===== src/rtl/studio2_pkg.sv =====
// Shared types and address-map constants for the Studio II memory arbiter.
package studio2_pkg;

  typedef enum logic [1:0] {OWN_NONE, OWN_CPU, OWN_DMA} owner_t;
  typedef enum logic [1:0] {SRC_RAM, SRC_ROM, SRC_FF} src_t;
  typedef enum logic [1:0] {RQ_NONE, RQ_CPU, RQ_DMA, RQ_LD} req_t;
  typedef enum logic [2:0] {RGN_ROM, RGN_CART, RGN_RAM, RGN_MCART, RGN_MIRROR} region_t;

  localparam logic [11:0] ROM_BASE      = 12'h000;
  localparam logic [11:0] CART_BASE     = 12'h400;
  localparam logic [11:0] RAM_BASE      = 12'h800;
  localparam logic [11:0] MCART_LO_BASE = 12'hA00;
  localparam logic [11:0] MIRROR_BASE   = 12'hC00;
  localparam logic [11:0] MCART_HI_BASE = 12'hE00;

endpackage


===== src/rtl/studio2_mem_arbiter_if.sv =====
// Requester, RAM and ROM signal bundle; the arbiter takes the slave side.
interface studio2_mem_arbiter_if #(parameter int ROM_AW = 11);
  logic              cpu_req;
  logic              cpu_we;
  logic [15:0]       cpu_addr;
  logic [7:0]        cpu_wdata;
  logic              cpu_gnt;
  logic              cpu_rvalid;
  logic [7:0]        cpu_rdata;
  logic              dma_req;
  logic [15:0]       dma_addr;
  logic              dma_gnt;
  logic              dma_rvalid;
  logic [7:0]        dma_rdata;
  logic              ld_req;
  logic [15:0]       ld_addr;
  logic [7:0]        ld_wdata;
  logic              ld_gnt;
  logic              cart_present;
  logic              mem_ce;
  logic              mem_we;
  logic [11:0]       mem_addr;
  logic [7:0]        mem_wdata;
  logic [7:0]        mem_rdata;
  logic [ROM_AW-1:0] rom_addr;
  logic [7:0]        rom_rdata;
  logic              prot_err;

  modport master (
    output cpu_req, cpu_we, cpu_addr, cpu_wdata, dma_req, dma_addr,
           ld_req, ld_addr, ld_wdata, cart_present, mem_rdata, rom_rdata,
    input  cpu_gnt, cpu_rvalid, cpu_rdata, dma_gnt, dma_rvalid, dma_rdata,
           ld_gnt, mem_ce, mem_we, mem_addr, mem_wdata, rom_addr, prot_err
  );

  modport slave (
    input  cpu_req, cpu_we, cpu_addr, cpu_wdata, dma_req, dma_addr,
           ld_req, ld_addr, ld_wdata, cart_present, mem_rdata, rom_rdata,
    output cpu_gnt, cpu_rvalid, cpu_rdata, dma_gnt, dma_rvalid, dma_rdata,
           ld_gnt, mem_ce, mem_we, mem_addr, mem_wdata, rom_addr, prot_err
  );
endinterface


===== src/rtl/studio2_addr_decode.sv =====
// CDP1802 address map: 12-bit address -> region, read source, write permit, physical addresses.
// Purely combinational; STUDIO2_RAM_MIRROR_EN maps 0xC00-0xDFF onto 0x800-0x9FF.
module studio2_addr_decode
  import studio2_pkg::*;
#(
  parameter int ROM_AW = 11
) (
  input  logic [11:0]       addr,
  input  logic              cart_present,
  input  req_t              requester,
  output region_t           region,
  output src_t              src,
  output logic              wr_ok,
  output logic [11:0]       ram_addr,
  output logic [ROM_AW-1:0] rom_addr
);

  logic is_ld;
  assign is_ld    = (requester == RQ_LD);
  assign rom_addr = addr[ROM_AW-1:0];

  always_comb begin
    if (addr >= MCART_HI_BASE)      region = RGN_MCART;
    else if (addr >= MIRROR_BASE)   region = RGN_MIRROR;
    else if (addr >= MCART_LO_BASE) region = RGN_MCART;
    else if (addr >= RAM_BASE)      region = RGN_RAM;
    else if (addr >= CART_BASE)     region = RGN_CART;
    else                            region = RGN_ROM;
  end

  always_comb begin
    src      = SRC_FF;
    wr_ok    = 1'b0;
    ram_addr = addr;
    case (region)
      RGN_ROM: begin
        src   = SRC_ROM;
        wr_ok = 1'b0;
      end
      RGN_CART: begin
        src   = cart_present ? SRC_RAM : SRC_ROM;
        wr_ok = is_ld;
      end
      RGN_RAM: begin
        src   = SRC_RAM;
        wr_ok = 1'b1;
      end
      RGN_MCART: begin
        src   = SRC_RAM;
        wr_ok = is_ld;
      end
      RGN_MIRROR: begin
`ifdef STUDIO2_RAM_MIRROR_EN
        src      = SRC_RAM;
        wr_ok    = 1'b1;
        ram_addr = {3'b100, addr[8:0]};
`else
        src   = SRC_FF;
        wr_ok = 1'b0;
`endif
      end
      default: begin
        src   = SRC_FF;
        wr_ok = 1'b0;
      end
    endcase
  end

endmodule


===== src/rtl/studio2_mem_arbiter.sv =====
// Arbitrates RAM/ROM among Pixie DMA, CPU and loader; one grant per cycle, read data at N+1.
// Ungranted requesters must hold their request. Optional macro: STUDIO2_RAM_MIRROR_EN.
module studio2_mem_arbiter #(
  parameter int CPU_MAX_WAIT = 3,
  parameter int ROM_AW       = 11
) (
  input logic                  clk,
  input logic                  reset,
  studio2_mem_arbiter_if.slave bus
);
  import studio2_pkg::*;

  localparam int WW = (CPU_MAX_WAIT < 1) ? 1 : $clog2(CPU_MAX_WAIT + 1);

  logic [WW-1:0]     wait_cnt;
  logic              boost;
  logic              dma_g, ld_g, cpu_g;
  req_t              sel;
  logic [11:0]       g_addr;
  logic              g_we;
  logic [7:0]        g_wdata;
  region_t           region;
  src_t              src;
  logic              wr_ok;
  logic [11:0]       ram_addr;
  logic [ROM_AW-1:0] rom_addr;
  owner_t            owner_q;
  src_t              src_q;
  logic [7:0]        rd_mux;
  logic              unused_bits;

  assign boost = (wait_cnt == WW'(CPU_MAX_WAIT));

  // DMA always wins: video fetch timing cannot slip.
  always_comb begin
    dma_g = 1'b0;
    ld_g  = 1'b0;
    cpu_g = 1'b0;
    if (!reset) begin
      if (bus.dma_req)                dma_g = 1'b1;
      else if (boost && bus.cpu_req)  cpu_g = 1'b1;
      else if (bus.ld_req)            ld_g  = 1'b1;
      else if (bus.cpu_req)           cpu_g = 1'b1;
    end
  end

  always_comb begin
    sel     = RQ_NONE;
    g_addr  = 12'h000;
    g_we    = 1'b0;
    g_wdata = 8'h00;
    if (dma_g) begin
      sel    = RQ_DMA;
      g_addr = bus.dma_addr[11:0];
    end else if (ld_g) begin
      sel     = RQ_LD;
      g_addr  = bus.ld_addr[11:0];
      g_we    = 1'b1;
      g_wdata = bus.ld_wdata;
    end else if (cpu_g) begin
      sel     = RQ_CPU;
      g_addr  = bus.cpu_addr[11:0];
      g_we    = bus.cpu_we;
      g_wdata = bus.cpu_wdata;
    end
  end

  studio2_addr_decode #(.ROM_AW(ROM_AW)) u_decode (
    .addr         (g_addr),
    .cart_present (bus.cart_present),
    .requester    (sel),
    .region       (region),
    .src          (src),
    .wr_ok        (wr_ok),
    .ram_addr     (ram_addr),
    .rom_addr     (rom_addr)
  );

  assign bus.dma_gnt   = dma_g;
  assign bus.ld_gnt    = ld_g;
  assign bus.cpu_gnt   = cpu_g;
  assign bus.mem_ce    = (sel != RQ_NONE) && (g_we ? wr_ok : (src == SRC_RAM));
  assign bus.mem_we    = g_we && wr_ok;
  assign bus.mem_addr  = ram_addr;
  assign bus.mem_wdata = g_wdata;
  assign bus.rom_addr  = rom_addr;
  // A dropped write still uses its grant slot.
  assign bus.prot_err  = g_we && !wr_ok;

  always_ff @(posedge clk or posedge reset) begin
    if (reset) begin
      wait_cnt <= '0;
      owner_q  <= OWN_NONE;
      src_q    <= SRC_FF;
    end else begin
      if (!bus.cpu_req || cpu_g)
        wait_cnt <= '0;
      else if (ld_g && !boost)
        wait_cnt <= wait_cnt + WW'(1);

      if (sel == RQ_DMA)
        owner_q <= OWN_DMA;
      else if (sel == RQ_CPU && !g_we)
        owner_q <= OWN_CPU;
      else
        owner_q <= OWN_NONE;
      src_q <= src;
    end
  end

  always_comb begin
    rd_mux = 8'hFF;
    case (src_q)
      SRC_RAM: rd_mux = bus.mem_rdata;
      SRC_ROM: rd_mux = bus.rom_rdata;
      default: rd_mux = 8'hFF;
    endcase
  end

  assign bus.cpu_rvalid = (owner_q == OWN_CPU);
  assign bus.dma_rvalid = (owner_q == OWN_DMA);
  assign bus.cpu_rdata  = bus.cpu_rvalid ? rd_mux : 8'h00;
  assign bus.dma_rdata  = bus.dma_rvalid ? rd_mux : 8'h00;

  assign unused_bits = ^{bus.cpu_addr[15:12], bus.dma_addr[15:12], bus.ld_addr[15:12], region};

endmodule


===== src/flat_wrapper.sv =====
// flat-port wrapper written by rule: the top's interface ports become plain ports
module studio2_mem_arbiter_flat import studio2_pkg::*;
#(
  parameter int CPU_MAX_WAIT = 3,
  parameter int ROM_AW       = 11
)
  (clk, reset, bus_cpu_req, bus_cpu_we, bus_cpu_addr, bus_cpu_wdata, bus_dma_req, bus_dma_addr, bus_ld_req, bus_ld_addr, bus_ld_wdata, bus_cart_present, bus_mem_rdata, bus_rom_rdata, bus_cpu_gnt, bus_cpu_rvalid, bus_cpu_rdata, bus_dma_gnt, bus_dma_rvalid, bus_dma_rdata, bus_ld_gnt, bus_mem_ce, bus_mem_we, bus_mem_addr, bus_mem_wdata, bus_rom_addr, bus_prot_err);
  studio2_mem_arbiter_if #(.ROM_AW(ROM_AW)) bus_i ();
  input logic clk;
  input logic reset;
  input wire logic [$bits(bus_i.cpu_req)-1:0] bus_cpu_req;
  input wire logic [$bits(bus_i.cpu_we)-1:0] bus_cpu_we;
  input wire logic [$bits(bus_i.cpu_addr)-1:0] bus_cpu_addr;
  input wire logic [$bits(bus_i.cpu_wdata)-1:0] bus_cpu_wdata;
  input wire logic [$bits(bus_i.dma_req)-1:0] bus_dma_req;
  input wire logic [$bits(bus_i.dma_addr)-1:0] bus_dma_addr;
  input wire logic [$bits(bus_i.ld_req)-1:0] bus_ld_req;
  input wire logic [$bits(bus_i.ld_addr)-1:0] bus_ld_addr;
  input wire logic [$bits(bus_i.ld_wdata)-1:0] bus_ld_wdata;
  input wire logic [$bits(bus_i.cart_present)-1:0] bus_cart_present;
  input wire logic [$bits(bus_i.mem_rdata)-1:0] bus_mem_rdata;
  input wire logic [$bits(bus_i.rom_rdata)-1:0] bus_rom_rdata;
  output wire logic [$bits(bus_i.cpu_gnt)-1:0] bus_cpu_gnt;
  output wire logic [$bits(bus_i.cpu_rvalid)-1:0] bus_cpu_rvalid;
  output wire logic [$bits(bus_i.cpu_rdata)-1:0] bus_cpu_rdata;
  output wire logic [$bits(bus_i.dma_gnt)-1:0] bus_dma_gnt;
  output wire logic [$bits(bus_i.dma_rvalid)-1:0] bus_dma_rvalid;
  output wire logic [$bits(bus_i.dma_rdata)-1:0] bus_dma_rdata;
  output wire logic [$bits(bus_i.ld_gnt)-1:0] bus_ld_gnt;
  output wire logic [$bits(bus_i.mem_ce)-1:0] bus_mem_ce;
  output wire logic [$bits(bus_i.mem_we)-1:0] bus_mem_we;
  output wire logic [$bits(bus_i.mem_addr)-1:0] bus_mem_addr;
  output wire logic [$bits(bus_i.mem_wdata)-1:0] bus_mem_wdata;
  output wire logic [$bits(bus_i.rom_addr)-1:0] bus_rom_addr;
  output wire logic [$bits(bus_i.prot_err)-1:0] bus_prot_err;
  assign bus_i.cpu_req = bus_cpu_req;
  assign bus_i.cpu_we = bus_cpu_we;
  assign bus_i.cpu_addr = bus_cpu_addr;
  assign bus_i.cpu_wdata = bus_cpu_wdata;
  assign bus_i.dma_req = bus_dma_req;
  assign bus_i.dma_addr = bus_dma_addr;
  assign bus_i.ld_req = bus_ld_req;
  assign bus_i.ld_addr = bus_ld_addr;
  assign bus_i.ld_wdata = bus_ld_wdata;
  assign bus_i.cart_present = bus_cart_present;
  assign bus_i.mem_rdata = bus_mem_rdata;
  assign bus_i.rom_rdata = bus_rom_rdata;
  assign bus_cpu_gnt = bus_i.cpu_gnt;
  assign bus_cpu_rvalid = bus_i.cpu_rvalid;
  assign bus_cpu_rdata = bus_i.cpu_rdata;
  assign bus_dma_gnt = bus_i.dma_gnt;
  assign bus_dma_rvalid = bus_i.dma_rvalid;
  assign bus_dma_rdata = bus_i.dma_rdata;
  assign bus_ld_gnt = bus_i.ld_gnt;
  assign bus_mem_ce = bus_i.mem_ce;
  assign bus_mem_we = bus_i.mem_we;
  assign bus_mem_addr = bus_i.mem_addr;
  assign bus_mem_wdata = bus_i.mem_wdata;
  assign bus_rom_addr = bus_i.rom_addr;
  assign bus_prot_err = bus_i.prot_err;
  studio2_mem_arbiter #(.CPU_MAX_WAIT(CPU_MAX_WAIT), .ROM_AW(ROM_AW)) u_core (.clk(clk), .reset(reset), .bus(bus_i));
endmodule

===== config.mk =====
export PLATFORM = sky130hd
export DESIGN_NAME = studio2_mem_arbiter_flat
export DESIGN_NICKNAME = d
export VERILOG_FILES = /design/src/rtl/studio2_pkg.sv /design/src/rtl/studio2_mem_arbiter_if.sv /design/src/rtl/studio2_addr_decode.sv /design/src/rtl/studio2_mem_arbiter.sv /design/src/flat_wrapper.sv
export SDC_FILE = /design/constraint.sdc
export NUM_CORES = 1
export LEC_CHECK = 0
export ABC_AREA = 0
export BUFFER_PORTS_ARGS = -buffer_cell sky130_fd_sc_hd__buf_2
export CAP_MARGIN = 10
export CORE_ASPECT_RATIO = 1.75
export CORE_MARGIN = 10
export CORE_UTILIZATION = 30
export CTS_BUF_LIST = sky130_fd_sc_hd__clkbuf_8
export DETAILED_ROUTE_END_ITERATION = 10
export PLACE_DENSITY = 0.8
export SLEW_MARGIN = 20
export SYNTH_ARGS = -nofsm -noshare
export SYNTH_HDL_FRONTEND = slang
export SYNTH_SLANG_ARGS = --single-unit

===== constraint.sdc =====
create_clock -name clk -period 2.05 [get_ports clk]
set_input_delay 0.1025 -clock clk [delete_from_list [all_inputs] [get_ports clk]]
set_output_delay 0.1025 -clock clk [all_outputs]
set_load 0.01 [all_outputs]

==> metrics <==
Min Hold Slack 0.05937 ns; kind of end point of the critical path primary output; clock slew at reported path FFs 0.04 ns; worst path cell trace ha_2, a21bo_4, nor3_4, a2111oi_4, buf_4, or4b_4, nand3_2, buf_6; Synth Register Bits 6; Die Width 62.64 um; final net count 347; slowest CP cell or4b_4; Diodes inserted 0; DR WL/cell 16.34 um; FILL cells 326; layout cells sized above 1 63.18%; gpl congestion 0.7708; first-pass GRT wire length 7.334 mm; Mapped Cells 129; yosys warns 0; PwrDens 352.4 nW/um2; Synth Area in Simple Gates 29.75%; Worst Hold Class input pin to flop; # rows 27; Post-Syn Area 954.7 um2; share of the synthesized area in the top cell type 13.11%; top post-synthesis cells by count nor2_1, inv_1, nor2b_1, buf_4, a222oi_1; Max Clk Rate 439.3 MHz; ys async rst share 100.0%; multi-input logic area 686.9 um2; min setup slack post-route -0.2262 ns; total CTS buffers 3; Synth Area in Adders 1.311%; critical path arrival 2.17 ns; critical path buffer and inverter count 2; GRT Residual Overflow 0; Leakage 1.111 nW; WL met3 587 um; failing checks negative setup slack; Post-synth EDFFs 0; Placeable Area 3108 um2; RSZ-0062 raised after global routing yes; Setup CP Type flop to primary output; Initial Utilization 30.72%; post-synthesis mux area share 0%; Synth area leader dfrtp_1; hpwl dp 4.001 mm; main flop type after synthesis dfrtp_1; crit-path leading delay family simple AND/OR/NAND/NOR gates; Post-DRT Antenna Nets 0; area delta synth->final 92.27%; Setup WS pre-CTS -0.05937 ns; max_slew headroom 66.28%; largest net degree at the start of global routing 19; htree depth 1; Area contributors post-synth dfrtp_1, a222oi_1, buf_4; Worst EP required 1.95 ns; initial drt markers 68; period utilisation layout 111.0%; DR pass1 iterations 7; total of max-cap violations 0; Tmin final 2.276 ns; # clock sinks 6; Post-route DRC 0; Synth Area in Compound Gates 33.94%; Final Hold Viols 0; main combinational cell family by area after synthesis compound AO/OA/AOI/OAI gates; vias in the first global route 1580; actual slew at the worst max-slew pin 0.5058 ns; outcome finished, violations left; via count 1461; Synth Area in XOR/XNOR 0%; most frequent cell after synthesis nor2_1; root buffer cell clkbuf_8; initial antenna violation count 0; worst clock skew 0.0005352 ns; wl on met1 1.760 mm; top sig layer met3; Max Root-Sink Buffers 2; Vias/cell 4.854; startpoint type of the worst setup path flop; library cells used by synthesis 36; TritonCTS clock tree yes; I/O pins 142; Slew Viols, Final 0; maximum vdd ir drop 213.6 uV; routed wire length 4.917 mm; crit path max fanout 6; Worst-Skew Late Latency 0.22 ns; Chip Height 94.63 um; I/O Buffers 129; Synth Area per Inst 7.401 um2; post-synthesis sequential area ratio 15.86%; Largest stage delay, worst path 0.51 ns; final setup fails 5; syn nets 217; GRT Total Usage 14.57%; Reg area 151.4 um2; WL met2 2.568 mm; die area 5927 um2
## placed cells by master (no fill, tap or decap), drive strengths merged, types with 2 or more instances in the layout
cell type	n
a211oi	8
a21oi	3
a221oi	2
a222oi	9
a22o	8
and2	2
and3	2
buf	144
clkbuf	4
dfrtp	5
inv	15
nand2	2
nand2b	3
nand3	4
nor2	20
nor2b	12
nor3	2
## repair_timing
item                                    in CTS  in global routing
endpoints found under the setup margin      23                 25
endpoints found under the hold margin        5                  0
pin swaps                                    4                 20
hold buffers                                 1                  0
cloned                                       0                  1
gates resized for setup                      9                 15
buffers inserted                             0                  9
## where the power goes
group | total (W) | switching [W] | leakage (nW) | internal, W
Clock | 0.000182 | 0.0000529 | 0.0269 | 0.000129
Combinational | 0.000330 | 0.000162 | 1.01 | 0.000167
Sequential | 0.000135 | 0.0000106 | 0.0755 | 0.000125
Total | 0.000647 | 0.000226 | 1.11 | 0.000421
## layer usage
layer / vias to the layer above / GRT usage (%)
li1: 713 / -
met5: - / 0
met4: 0 / 2.060
met1: 660 / 15.16
met2: 88 / 25.60
met3: 0 / 8.294
## final cells by class
cell class | count | share of cell area [%]
repair buffers | 146 | 46.08
multi-input cells | 88 | 37.42
flip-flops and latches | 6 | 8.248
well taps | 43 | 2.931
inverters | 14 | 2.863
clock buffers | 3 | 2.249
clock inverters | 1 | 0.2045
## state kept, by name (all words and copies together) (netlist names)
register,count
u_core.owner_q,2
u_core.src_q,2
u_core.wait_cnt,2
## metrics by stage
step / total power [W] / instance area, um2 / instances / utilization (%) / TNS (ns)
after floorplan: 0.0002942 / 954.7 / 129 / - / 0
after global placement: 0.0004209 / 1569 / 286 / 50.48 / 0
after detailed placement: 0.0004278 / 1569 / 286 / 50.48 / -0.07263
after CTS: 0.0006193 / 1665 / 291 / 53.58 / -0.5147
after global routing: 0.0006944 / 1836 / 301 / 59.06 / -1.725
final: 0.0006468 / 1836 / 301 / 59.06 / -0.6523
## cell families (layout without fill, tap and decap cells)
| logic type | after synthesis | after routing |
|---|---|---|
| DFF | 6 | 6 |
| adders and majority gates | 1 | 1 |
| buffers and inverters | 35 | 164 |
| and+or+nand+nor | 51 | 51 |
| AOI/OAI and AO/OA | 36 | 36 |
## final timing paths
| kind | startpoint | end | slack (ns) | cells after the start |
|---|---|---|---|---|
| hold / removal | bus_cpu_we | u_core.owner_q[0] | 0.06 | 2 |
| min in group asynchronous | reset | u_core.wait_cnt[1] | 0.39 | 3 |
| max in group asynchronous | reset | u_core.src_q[1] | 1.41 | 3 |
| setup reg to reg | u_core.wait_cnt[1] | u_core.src_q[1] | 0.27 | 5 |
| setup / recovery | u_core.wait_cnt[1] | bus_mem_ce | -0.23 | 8 |
| hold reg to reg | u_core.wait_cnt[0] | u_core.wait_cnt[0] | 0.65 | 3 |
No activity file was read; power rests on OpenSTA's default activity.
